===== config.mk =====
export PLATFORM = sky130hd
export DESIGN_NAME = pc_sequencer
export DESIGN_NICKNAME = d
export VERILOG_FILES = /design/src/rtl/pc_sequencer.sv
export SDC_FILE = /design/constraint.sdc
export NUM_CORES = 1
export LEC_CHECK = 0
export CAP_MARGIN = 20
export CORE_UTILIZATION = 45
export CTS_BUF_LIST = sky130_fd_sc_hd__clkbuf_2 sky130_fd_sc_hd__clkbuf_4 sky130_fd_sc_hd__clkbuf_8
export DETAILED_ROUTE_END_ITERATION = 10
export PLACE_DENSITY = 0.87
export SYNTH_ARGS = -nofsm -noshare
export SYNTH_HDL_FRONTEND = slang
export SYNTH_SLANG_ARGS = --single-unit

===== constraint.sdc =====
create_clock -name clk -period 3 [get_ports clk]
set_input_delay 0.6 -clock clk [delete_from_list [all_inputs] [get_ports clk]]
set_output_delay 0.6 -clock clk [all_outputs]
set_load 0.03 [all_outputs]

===== src/rtl/pc_sequencer.sv =====
// Next-PC selection and fetch-stall controller: picks sequential/branch/trap/mret
// targets, holds the PC across multi-cycle ops with a bounded wait, and records trap state.
module pc_sequencer #(
  parameter logic [31:0] RESET_VECTOR = 32'h0000_0000,
  parameter int          MC_TIMEOUT   = 64
) (
  input  logic        clk,
  input  logic        reset_n,
  input  logic [31:0] instr_addr,
  input  logic        branch_taken,
  input  logic [31:0] branch_target,
  input  logic        mc_req,
  input  logic        mc_done,
  input  logic        trap_req,
  input  logic [3:0]  trap_cause,
  input  logic [31:0] trap_vector,
  input  logic        mret,
  input  logic        halt_req,
  input  logic        resume,
  output logic [31:0] next_pc,
  output logic        no_update,
  output logic [31:0] epc,
  output logic [3:0]  cause,
  output logic [1:0]  state,
  output logic        mc_timeout
);

  // state   | meaning
  // RUN     | normal fetch, redirects evaluated by priority
  // MC_WAIT | PC held while a multi-cycle op completes
  // HALT    | PC held until resume
  // ERR     | multi-cycle op timed out; exit only via reset
  typedef enum logic [1:0] {
    S_RUN     = 2'd0,
    S_MC_WAIT = 2'd1,
    S_HALT    = 2'd2,
    S_ERR     = 2'd3
  } state_t;

  localparam logic [15:0] CNT_LAST = 16'(MC_TIMEOUT - 1);

  state_t      r_state;
  state_t      w_state_nxt;
  logic [31:0] r_epc;
  logic [3:0]  r_cause;
  logic [15:0] r_cnt;
  logic        r_mc_timeout;

  logic [31:0] w_seq;
  logic [31:0] w_pc_sel;
  logic        w_hold;
  logic        w_capture;
  logic [3:0]  w_cap_cause;
  logic        w_cnt_clr;
  logic        w_cnt_inc;
  logic        w_set_timeout;

  assign w_seq = instr_addr + 32'd4;

  always_comb begin
    w_state_nxt   = r_state;
    w_pc_sel      = w_seq;
    w_hold        = 1'b0;
    w_capture     = 1'b0;
    w_cap_cause   = trap_cause;
    w_cnt_clr     = 1'b0;
    w_cnt_inc     = 1'b0;
    w_set_timeout = 1'b0;
    case (r_state)
      S_RUN: begin
        if (trap_req) begin
          w_pc_sel  = trap_vector;
          w_capture = 1'b1;
        end else if (halt_req) begin
          w_hold      = 1'b1;
          w_state_nxt = S_HALT;
        end else if (mc_req && !mc_done) begin
          w_hold      = 1'b1;
          w_cnt_clr   = 1'b1;
          w_state_nxt = S_MC_WAIT;
        end else if (mc_req && mc_done) begin
          w_pc_sel = w_seq;
        end else if (mret) begin
          w_pc_sel = r_epc;
        end else if (branch_taken && (branch_target[1:0] == 2'b00)) begin
          w_pc_sel = branch_target;
        end else if (branch_taken) begin
          // misaligned target is handled as a trap with cause 0
          w_pc_sel    = trap_vector;
          w_capture   = 1'b1;
          w_cap_cause = 4'h0;
        end
      end
      S_MC_WAIT: begin
        w_cnt_inc = 1'b1;
        if (mc_done) begin
          w_state_nxt = S_RUN;
        end else begin
          w_hold = 1'b1;
          if (r_cnt == CNT_LAST) begin
            w_state_nxt   = S_ERR;
            w_set_timeout = 1'b1;
          end
        end
      end
      S_HALT: begin
        w_hold = 1'b1;
        if (resume) w_state_nxt = S_RUN;
      end
      default: begin
        w_hold = 1'b1;
      end
    endcase
  end

  always_ff @(posedge clk or negedge reset_n) begin
    if (!reset_n) begin
      r_state      <= S_RUN;
      r_epc        <= 32'h0;
      r_cause      <= 4'h0;
      r_cnt        <= 16'h0;
      r_mc_timeout <= 1'b0;
    end else begin
      r_state <= w_state_nxt;
      if (w_capture) begin
        r_epc   <= instr_addr;
        r_cause <= w_cap_cause;
      end
      if (w_cnt_clr)      r_cnt <= 16'h0;
      else if (w_cnt_inc) r_cnt <= r_cnt + 16'd1;
      if (w_set_timeout)  r_mc_timeout <= 1'b1;
    end
  end

  // While held, present seq so no stale redirect value lingers on next_pc.
  assign no_update  = !reset_n || w_hold;
  assign next_pc    = !reset_n ? RESET_VECTOR : (w_hold ? w_seq : w_pc_sel);
  assign epc        = r_epc;
  assign cause      = r_cause;
  assign state      = r_state;
  assign mc_timeout = r_mc_timeout;

endmodule


== Word-level counts from Yosys, hierarchy flattened ==
Index checks and enable logic that the tools add are counted.

* $add $sub $neg: 2
* Multipliers: 0
* Bitwise operators: 0
* Eq/ne operators: 7
* Muxes and demuxes: 47
* Reduce and logical (&&, ||, !) cells: 11
* Shift-type cells: 0
* Divide/modulo/power cells: 0
* $lt $le $gt $ge: 0

{| class="wikitable"
|+ Operator list
! kind !! number
|-
| $mux W32 || 10
|-
| $add A32 B3 Y32 const B || 1
|-
| $mux W16 || 2
|-
| $mux W4 || 8
|-
| $mux W1 || 19
|-
| $add A16 B1 Y16 const B || 1
|-
| $eq A16 B6 Y1 const B || 1
|-
| $mux W2 || 6
|-
| $ne A3 B3 Y1 const B || 2
|-
| $pmux W2 S3 || 1
|-
| $reduce_and A5 Y1 || 1
|-
| $logic_not A2 Y1 || 2
|-
| $ne A2 B2 Y1 const B || 2
|-
| $logic_and A1 B1 Y1 || 3
|-
| $reduce_bool A3 Y1 || 1
|-
| $eq A2 B1 Y1 const B || 1
|-
| $eq A2 B2 Y1 const B || 1
|-
| $logic_not A1 Y1 || 2
|-
| $pmux W1 S2 || 1
|-
| $reduce_bool A2 Y1 || 1
|-
| $logic_or A1 B1 Y1 || 1
|}

* Bits in writable memories: 0
* Word-level logic and storage cells: 72
* Output and inout bits: 72
* Latch bits: 0
* Flip-flop bits (word level): 55
* Memories kept: 0
* Bits in read-only memories: 0

== Depth between registers and ports, before layout ==
* Word-level depth: 11
* Gate-level depth with buffers: 10
* Mapped depth without buffers: 7

== Least setup slack after synthesis ==
OpenSTA, ideal clock, no wires.

* Path type: flip-flop to output port
* Start point: register r_state[1] (netlist: state[1])
* End point: output next_pc[8]
* Arrival: 2.609 ns
* Path slack: -0.209 ns
* Required time: 2.400 ns
* Path buffers: 3
* Stages on the path, launching flop included: 11
* Cell sequence: dfrtp_1 inv_1 ha_1 clkbuf_1 inv_1 a21o_1 and2_1 clkbuf_1 buf_2 a21oi_1 a311oi_1

* Longest elaborated chain between the ends: 4
* Elaborated cells on any way between the ends: 6
* Those cells by class: eq/ne (1); mux (4); reduce/logical (1)

{| class="wikitable"
|+ RTL lines
! what !! RTL line !! source
|-
| from (decl) || 42 || <nowiki>state_t r_state;</nowiki>
|-
| from (signal assigned) || 124 || <nowiki>r_state <= w_state_nxt;</nowiki>
|-
| $eq A2 B1 Y1 / $logic_not A2 Y1 (equally long branches) || 69 || <nowiki>case (r_state)</nowiki>
|-
| $pmux W1 S2 / $mux W32 (equally long branches) || 69 ||
|-
| $mux W32 (*) (2 in series) || 137 || <nowiki>assign next_pc = !reset_n ? RESET_VECTOR : (w_hold ? w_seq : w_pc_sel);</nowiki>
|-
| to (decl) || 20 || <nowiki>output logic [31:0] next_pc,</nowiki>
|}

Mark *: on every way between the ends. The rest lies on a longest branch, timed or not.

== Final worst setup path ==
* Start point: input mret
* End point: output next_pc[6]

* Longest elaborated chain between the ends: 8

{| class="wikitable"
|+ RTL lines
! what !! RTL line !! source
|-
| from (decl) || 17 || <nowiki>input logic mret,</nowiki>
|-
| $mux W32 || 83 || <nowiki>end else if (mret) begin</nowiki>
|-
| $mux W32 || 81 || <nowiki>end else if (mc_req && mc_done) begin</nowiki>
|-
| $mux W32 || 77 || <nowiki>end else if (mc_req && !mc_done) begin</nowiki>
|-
| $mux W32 || 74 || <nowiki>end else if (halt_req) begin</nowiki>
|-
| $mux W32 || 71 || <nowiki>if (trap_req) begin</nowiki>
|-
| $mux W32 || 69 ||
|-
| $mux W32 (2 in series) || 137 ||
|}

Every way passes these cells.

==> metrics <==
first-pass GRT wire length around 27 mm; clk_lat worst skew about 0.33 ns; DRT Pass-1 Iters 5; Clock Skews 0.0141 ns; Detail Route Antenna Nets 0; peak supply drop slightly above 0.5 mV; fin area 7320 µm²; IO Pins roughly 180; R2R depth 5; chip height approximately 100 µm; final core utilization roughly four fifths; Synth Instances 491; vias 5,351; CTS buffer count 5; Residual DRC 0; Final Non-Filler Cells 883; Synth Cell Area around 4300 µm²; routed wire length ~18 mm; Lkg Pwr a little over 3 nW; Setup TNS 0 ns; Synth Flop Type dfrtp_1; Tightest Pin Transition 0.564 ns; vias in the first global route roughly 5,400; synth cell count leaders 55 x dfrtp_1, 41 x nor2_1, 38 x nand2_1, 32 x mux2_2, 23 x nand3_1; total gr overflow 0; clock transition at the registers of the reported paths about 0.10 ns; Critical R2R Launch r_cnt[0]; final count of negative-setup-slack endpoints 0; post-route clock period utilization 98.7%; nets approximately 870; Critical Path RT around 2.4 ns; placement-stage cell area roughly 7000 µm²; crit path kind in -> out; GPL Wtd Cong around 0.94; post-synthesis async set-or-reset flop share 100%; crit path max fanout 5; Final Max Tran Viols 0; syn_nets between 600 and 700; DR vias/cell about 6.1; H-tree Lvls 2; max-cap viol count 0; CTS tree built; outcome finished, final reports clean; largest net degree at the start of global routing 72; FF-to-FF setup slack 0.81 ns; Die X about 100 µm; Iteration-0 DRC Markers between 400 and 500; initial antenna violation count 1; share of cells above drive strength 1 between 30% and 40%; fill count around 640; CP Launch Type input pin; core box area between 9000 and 10,000 µm²; number of synthesized register bits 55; RR Endpoint state[0]; cts hold-fix bufs 0; Starting Density 46.7%; post-synth top area share a little under a third; root buffer cell clkbuf_8; final hold violation count 0; die area 10,000 µm²; HPWL reported at the end of detailed placement roughly 14 mm; Std-Cell Rows 35; min-delay worst type in -> async; Yosys warning count 0; Post-Place Cells 870; f_max about 340 MHz; Clock Sinks 55; All-Layer GR Usage 34.8%; sequential fraction of the synthesis area between 30% and 40%; Netlist cell types 63; RSZ-0062 raised after global routing yes; Arr. time, crit path around 2.4 ns; most frequent cell after synthesis dfrtp_1; Worst setup EP type primary output; slew margin rel. between 60% and 70%; top post-synthesis cells by area dfrtp_1 32%, mux2_2 8.3%, xor2_1 4.2%; EDFF count, synth 0; Mean Syn Cell Area between 8 and 9 µm²; pwr dens about 700 nW/µm²; synthesis-to-finish area growth 68.8%; routed len/inst roughly 20 µm; # port buffers 180; crit path time final roughly 3 ns; area leader, netlist dfrtp_1; CTS Buffer Depth 2
## worst max path at each step
| stage | depth (start not counted) | end | startpoint |
|---|---|---|---|
| 4_1_cts | 8 | next_pc[28] | instr_addr[4] |
| 6_report | 9 | next_pc[6] | mret |
| 2_1_floorplan | 9 | next_pc[11] | state[1] |
| 3_3_place_gp | 7 | next_pc[19] | instr_addr[5] |
| 5_1_grt | 10 | next_pc[20] | instr_addr[3] |
| 3_5_place_dp | 7 | next_pc[19] | instr_addr[5] |
## power breakdown
group	switching, mW	leakage, nW	internal (mW)	total, mW
Clock	0.295	0.0502	0.174	0.470
Sequential	0.362	0.667	1.11	1.47
Combinational	1.69	2.35	1.47	3.16
Total	2.35	3.06	2.76	5.11
## repair_timing
action	CTS	global route
resized for setup	58	29
pin swaps	11	8
gates cloned	0	0
buffers inserted	1	4
endpoints found under the setup margin	32	26
## kinds of logic (layout without fill, tap and decap cells)
logic type / count (synthesis) / count (layout) / synth area share [%]
buf+inv: 51 / 313 / 4.70
simple gates: 172 / 172 / 21.8
fa+ha+maj: 6 / 6 / 1.73
mux: 43 / 43 / 10.9
flops: 55 / 55 / 31.7
compound gates: 125 / 125 / 21.2
xor+xnor: 39 / 39 / 7.88
other cells: 0 / 1 / 0
## critical path, cell delays in order
cell           delay, ns
dlygate4sd2_1       0.33
buf_4               0.17
nand2b_4            0.16
buf_4               0.15
o32ai_1             0.23
a22o_1              0.20
nor4_2              0.05
o31a_1              0.30
buf_4               0.17
## metrics by stage
| stage | hold WS, ns | setup slack (ns) | power, mW |
|---|---|---|---|
| final | 0.311 | 0.0392 | 5.11 |
| after global routing | 0.340 | -0.0160 | 5.34 |
| after CTS | 0.327 | 0.0188 | 5.02 |
| after detailed placement | 0.472 | -0.370 | 4.51 |
| after global placement | 0.473 | -0.336 | 4.42 |
| after floorplan | 0.304 | -0.176 | 3.11 |
## layer usage
layer / vias up / wire length [µm] / share of wire [%] / GRT usage [%]
li1: 2396 / - / - / -
met1: 2549 / 6990 / 39 / 43.8
met2: 331 / 8580 / 48 / 58.7
met3: 75 / 1510 / 8.4 / 5.99
met4: 0 / 787 / 4.4 / 15.5
met5: - / 0 / 0 / 0
## sequential cells by signal (all words and copies together) (netlist names)
register and cells:
epc 32, r_cnt 16, cause 4, state 2, mc_timeout 1
## layout by cell type, fill, tap and decap left out, types with 5 or more instances in the layout
| cell type | count |
|---|---|
| a21oi_1 | 11 |
| a221oi_1 | 5 |
| a221oi_2 | 12 |
| a31oi_1 | 6 |
| a32o_1 | 6 |
| and2_1 | 5 |
| and3_1 | 11 |
| buf_12 | 6 |
| buf_4 | 126 |
| buf_6 | 7 |
| clkbuf_2 | 5 |
| clkbuf_8 | 5 |
| clkdlybuf4s50_1 | 126 |
| dfrtp_1 | 54 |
| dlygate4sd2_1 | 12 |
| inv_1 | 16 |
| mux2_2 | 32 |
| mux2i_1 | 8 |
| nand2_1 | 38 |
| nand3_1 | 20 |
| nand4_1 | 10 |
| nor2_1 | 40 |
| o211ai_1 | 6 |
| o21ai_0 | 14 |
| o22ai_1 | 18 |
| o32ai_1 | 6 |
| or3_1 | 5 |
| xnor2_1 | 18 |
| xor2_1 | 21 |
## layout make-up
cell class	instances	area (µm²)	area share, %
clock buffer	5	68.8	0.940
tap	129	161	2.20
inverter	19	71.3	0.974
timing repair buffer	286	2570	35.2
antenna	1	2.50	0.0342
clock inverter	3	28.8	0.393
sequential	55	1380	18.8
multi-input combinational	385	3040	41.5
Note: power is estimated with default switching activity, not from simulation.
